### config.mk
export PLATFORM = sky130hd
export DESIGN_NAME = z80_bus_responder
export DESIGN_NICKNAME = d
export VERILOG_FILES = /design/src/rtl/z80_bus_pkg.sv /design/src/rtl/z80_cycle_decode.sv /design/src/rtl/z80_bus_responder.sv
export SDC_FILE = /design/constraint.sdc
export NUM_CORES = 1
export LEC_CHECK = 0
export BUFFER_PORTS_ARGS = -buffer_cell sky130_fd_sc_hd__buf_2
export CORE_ASPECT_RATIO = 0.7
export CORE_MARGIN = 2
export CORE_UTILIZATION = 49
export DETAILED_ROUTE_END_ITERATION = 16
export GPL_TIMING_DRIVEN = 1
export PLACE_DENSITY = 0.8
export SLEW_MARGIN = 20
export SYNTH_ARGS = -nofsm -noshare
export SYNTH_HDL_FRONTEND = slang
export SYNTH_SLANG_ARGS = --single-unit
### constraint.sdc
create_clock -name clk -period 2.2 [get_ports clk]
set_input_delay 0.22 -clock clk [delete_from_list [all_inputs] [get_ports clk]]
set_output_delay 0.22 -clock clk [all_outputs]
set_load 0.02 [all_outputs]
### src/rtl/z80_bus_pkg.sv
// Shared types for the Z80 bus responder: FSM states, bus-cycle classes,
// reset read data and wait-counter helpers.
package z80_bus_pkg;

    typedef enum logic [1:0] {IDLE, ISSUE, WAIT, HOLD} state_t;

    typedef enum logic [2:0] {NONE, MEM_RD, MEM_WR, IO_RD, IO_WR, INTACK} cls_t;

    localparam logic [7:0] DI_RESET = 8'hFF;

    // The counter is only 4 bits, so a target above 15 could never be met.
    function automatic logic [3:0] wait_target(input int wmin, input int extra);
        int t;
        t = wmin + extra;
        if (t > 15) t = 15;
        if (t < 0) t = 0;
        return 4'(t);
    endfunction

    function automatic logic [3:0] sat_inc(input logic [3:0] v);
        return (v == 4'hF) ? v : v + 4'd1;
    endfunction

endpackage

### src/rtl/z80_cycle_decode.sv
// Combinational classifier of the Z80 strobes into a bus-cycle class.
// Interrupt acknowledge is only recognised when Z80_BUS_INTACK_EN is defined.
module z80_cycle_decode
    import z80_bus_pkg::*;
(
    input  logic mreq_n,
    input  logic iorq_n,
    input  logic rd_n,
    input  logic wr_n,
    input  logic m1_n,
    input  logic rfsh_n,
    output cls_t cls
);

    always_comb begin
        cls = NONE;
        if (!rfsh_n)
            cls = NONE;
        else if (!mreq_n && !rd_n)
            cls = MEM_RD;
        else if (!mreq_n && !wr_n)
            cls = MEM_WR;
        else if (!iorq_n && !rd_n && m1_n)
            cls = IO_RD;
        else if (!iorq_n && !wr_n)
            cls = IO_WR;
`ifdef Z80_BUS_INTACK_EN
        else if (!m1_n && !iorq_n)
            cls = INTACK;
`endif
    end

endmodule

### src/rtl/z80_bus_responder.sv
// Turns Z80 bus cycles into single backend requests, stretching wait_n until the
// backend acks and a minimum wait count elapses. INTACK support: Z80_BUS_INTACK_EN.
module z80_bus_responder
    import z80_bus_pkg::*;
#(
    parameter int WAIT_MIN = 0,
    parameter int IO_EXTRA = 1
) (
    input  logic        clk,
    input  logic        reset_n,
    input  logic        cen,
    input  logic [15:0] A,
    input  logic [7:0]  cpu_dout,
    input  logic        mreq_n,
    input  logic        iorq_n,
    input  logic        rd_n,
    input  logic        wr_n,
    input  logic        m1_n,
    input  logic        rfsh_n,
    output logic [7:0]  cpu_di,
    output logic        wait_n,
    output logic        bk_req,
    output logic        bk_we,
    output logic        bk_io,
    output logic [15:0] bk_addr,
    output logic [7:0]  bk_wdata,
    input  logic        bk_ack,
    input  logic [7:0]  bk_rdata,
    input  logic [7:0]  int_vec
);

    localparam logic [3:0] TGT_MEM = wait_target(WAIT_MIN, 0);
    localparam logic [3:0] TGT_IO  = wait_target(WAIT_MIN, IO_EXTRA);

    state_t     state;
    cls_t       cur_cls;
    cls_t       lat_cls;
    logic       ack_seen;
    logic       aborted;
    logic [3:0] cnt;

    logic       is_io;
    logic       is_rd;
    logic       abort_now;
    logic       ack_now;
    logic [3:0] tgt;

    z80_cycle_decode u_decode (
        .mreq_n (mreq_n),
        .iorq_n (iorq_n),
        .rd_n   (rd_n),
        .wr_n   (wr_n),
        .m1_n   (m1_n),
        .rfsh_n (rfsh_n),
        .cls    (cur_cls)
    );

    // Strobes vanishing mid-access mark it aborted: it still completes, but read data is dropped.
    always_comb begin
        is_io     = (lat_cls == IO_RD) || (lat_cls == IO_WR) || (lat_cls == INTACK);
        is_rd     = (lat_cls == MEM_RD) || (lat_cls == IO_RD);
        tgt       = is_io ? TGT_IO : TGT_MEM;
        abort_now = aborted || (cur_cls == NONE);
        ack_now   = ack_seen || bk_ack;
    end

    always_ff @(posedge clk or negedge reset_n) begin
        if (!reset_n) begin
            state    <= IDLE;
            lat_cls  <= NONE;
            wait_n   <= 1'b1;
            cpu_di   <= DI_RESET;
            bk_req   <= 1'b0;
            bk_we    <= 1'b0;
            bk_io    <= 1'b0;
            bk_addr  <= '0;
            bk_wdata <= '0;
            ack_seen <= 1'b0;
            aborted  <= 1'b0;
            cnt      <= '0;
        end else if (cen) begin
            case (state)
                IDLE: begin
                    if (cur_cls != NONE) begin
                        state    <= ISSUE;
                        lat_cls  <= cur_cls;
                        bk_addr  <= A;
                        bk_wdata <= cpu_dout;
                        bk_we    <= (cur_cls == MEM_WR) || (cur_cls == IO_WR);
                        bk_io    <= (cur_cls == IO_RD) || (cur_cls == IO_WR);
                        bk_req   <= (cur_cls != INTACK);
                        wait_n   <= 1'b0;
                        ack_seen <= 1'b0;
                        aborted  <= 1'b0;
                        cnt      <= '0;
                    end
                end
                ISSUE: begin
                    bk_req  <= 1'b0;
                    state   <= WAIT;
                    cnt     <= sat_inc(cnt);
                    aborted <= abort_now;
                    if (lat_cls == INTACK) begin
                        ack_seen <= 1'b1;
                        if (!abort_now) cpu_di <= int_vec;
                    end else if (bk_ack) begin
                        ack_seen <= 1'b1;
                        if (is_rd && !abort_now) cpu_di <= bk_rdata;
                    end
                end
                WAIT: begin
                    cnt     <= sat_inc(cnt);
                    aborted <= abort_now;
                    if (bk_ack && !ack_seen) begin
                        ack_seen <= 1'b1;
                        if (is_rd && !abort_now) cpu_di <= bk_rdata;
                    end
                    if (ack_now && (cnt >= tgt)) begin
                        state  <= HOLD;
                        wait_n <= 1'b1;
                    end
                end
                HOLD: begin
                    // Waiting for the strobes to drop keeps one assertion to one request.
                    if (cur_cls == NONE) state <= IDLE;
                end
                default: state <= IDLE;
            endcase
        end
    end

endmodule
==> results.tsv <==
metric	value	unit
vias_per_cell	5.117	
wl_per_cell	13.05	microns
worst-path-buf-inv	0	
worst_pin_slew	0.4507	ns
period_needed	1.927	ns
placed_area	2756	sq um
final-setup-viol-count	0	
cp_data_arrival_time	2.12	ns
powerDensity	1230	nW/um^2
setup_ws	0.2735	ns
die_h	60.66	microns
preCtsSetupSlack	0.1115	ns
multi_input_area	993.5	sq um
yosysTopAreaCell	dfrtp_1	
ios	86	
grtUsageTotal	20.71	%
drt_iter0_markers	92	
rsz0062_at_grt	no	
synthArstFlopShare	100.0	%
first_pass_iters	4	
dieWidth	84.94	microns
wirelength	4999	microns
htree_levels	2	
synth_edf_count	0	
avgSynthCellArea	9.603	sq um
ir_worst_vdd	0.6516	mV
gr-total-overflow	0	
final_util	65.83	%
antenna_found_initial	0	
slowest_stage	dfrtp_1	
crit_type	reg2reg	
skew	0.005540	ns
antenna_cells	0	
hpwlAfterDp	3881	microns
required	2.39	ns
start_util	51.31	%
worstPathMaxFanout	4	
fmax	519.1	MHz
final_area	2883	sq um
min_period_over_period	87.57	%
ys_warn_count	0	
hold_viol	0	
ys.flop_type	dfrtp_1	
cts-root-buf	clkbuf_8	
power.leakage	1.490	nW
critPathMaxStageDelay	0.43	ns
port_buffers	85	
clk_pin_slew_worst_paths	0.09	ns
clk_latency	0.30	ns
drv_slew	0	
use_met2	32.14	%
place.gp.congestion	0.8760	
area_delta_synth_final	28.28	%
end_kind	flip-flop	
synth_top_area_share	42.32	%
seq_area_frac_synth	52.84	%
maxCapViolations	0	
clock-sinks	47	
grt_max_degree	36	
cts_buffers	5	
synth_cells	234	
first_global_vias	1860	
synth_cell_types	45	
grt_use_met3	5.442	%
final_antenna_net_count	0	
gr-usage-met1	28.55	%
cts_tree	yes	
slew_headroom	69.64	%
setup_tns	0	ns
outcome	completed	
coreArea	4379	sq um
drive_above_1_share	35.67	%
clockBufferDepth	2	
nets	383	
seqCellArea	1187	sq um
synth_nets	290	
finalPower	3.546	mW
rows	20	
vias	1960	
grt_pass1_wl	8328	microns
busiest_layer	met2	
syn_area	2247	sq um
fillers	389	
die_area	5152	sq um
drc	0	
hp-class	in2reg	
cp-start-kind	flip-flop	
ys_ff_latch	47	
crit_path_cell_trace	mux2i_1 > ha_1 > nor4_1 > a21oi_1 > o2111a_1 > mux2_2	
critPathTopFamily	multiplexers	
synthTopCellsByArea	dfrtp_1 42%, nand2_1 14%, dfstp_2 11%	
## per-layer routing
metal / up-vias / wire [microns] / share of wire [%]
met5: - / 0 / 0
met1: 900 / 2345 / 47
met2: 66 / 2216 / 44
met3: 5 / 386 / 7.7
li1: 989 / - / -
met4: 0 / 51 / 1.0
## worst paths after layout
check,startpoint,slack (ns),endpoint,cells after the start
setup / recovery,lat_cls[2],0.27,state[1],6
setup reg to reg,lat_cls[2],0.27,state[1],6
hold / removal,A[2],0.11,bk_addr[2],3
hold reg to reg,bk_addr[11],0.48,bk_addr[11],2
min in group asynchronous,reset_n,0.32,cnt[1],2
max in group asynchronous,reset_n,1.14,cpu_di[1],3
## cells by family (layout without fill, tap and decap cells)
group,Yosys count,in the layout,share of synthesized area (%)
flip-flops,47,47,52.84
AO/OA/AOI/OAI,45,45,15.42
adder cells (fa/ha/maj),6,6,3.341
buffers and inverters,16,110,3.173
multiplexers,6,6,2.784
AND/OR/NAND/NOR,114,114,22.44
## sequential cells by signal, indices dropped and copies added, names as in the netlist, 2 cells and up
signal	flops
bk_addr	16
bk_wdata	8
cpu_di	8
cnt	4
lat_cls	3
state	2
## area by class of cell
cell class | instances | share of cell area, %
Clock inverter | 3 | 1.476
Inverter | 9 | 1.172
Clock buffer | 5 | 2.387
Tap cell | 55 | 2.387
Multi-Input combinational cell | 171 | 34.46
Timing Repair Buffer | 93 | 16.93
Sequential cell | 47 | 41.19
## synthesized netlist by cell type, types with 3 or more instances
cell       number
ha_1            6
nand2_1        85
o2bb2ai_1       9
a22oi_1         8
dfrtp_1        38
nand3_1         5
dfstp_2         9
a21oi_1         4
buf_2           3
nand3b_1        3
nand2b_1        3
inv_1           9
nor2_1          5
mux2i_1         4
o21a_1          3
clkbuf_1        3
o21ai_0         5
## tightest hold or removal path, stage by stage
cell,delay (ns)
buf_2,0.07
nand2_1,0.04
nand2_1,0.04
## placed cells by master, fill, tap and decap left out, drive strengths merged, types with 2 or more instances in the layout
cell type / instances
o211ai: 2
inv: 10
nand3b: 3
dfstp: 9
ha: 6
mux2i: 4
dfrtp: 38
o2bb2ai: 9
and3: 2
nand3: 5
nand2b: 3
o21ai: 7
nor2: 6
o21a: 4
clkbuf: 5
mux2: 2
nor3b: 2
a22oi: 8
nand2: 85
buf: 92
a21oi: 4
## metrics by stage
stage | cells | hold WS [ns]
2_1_floorplan | 234 | -0.07559
3_3_place_gp | 374 | 0.1095
3_5_place_dp | 374 | 0.1128
4_1_cts | 383 | 0.09538
5_1_grt | 383 | 0.08672
6_report | 383 | 0.1051
## power breakdown
group / internal (mW) / switching (mW) / total (mW)
Sequential: 1.22 / 0.217 / 1.44
Clock: 0.339 / 0.288 / 0.627
Combinational: 0.567 / 0.917 / 1.48
Total: 2.12 / 1.42 / 3.55
## timing repair
action / 4_1_cts / 5_1_grt
hold endpoints to repair: 11 / 0
setup endpoints to repair: 0 / 15
hold buffers: 1 / 0
buffers inserted: 0 / 0
resized for setup: 0 / 1
No activity file was read; power rests on OpenSTA's default activity.
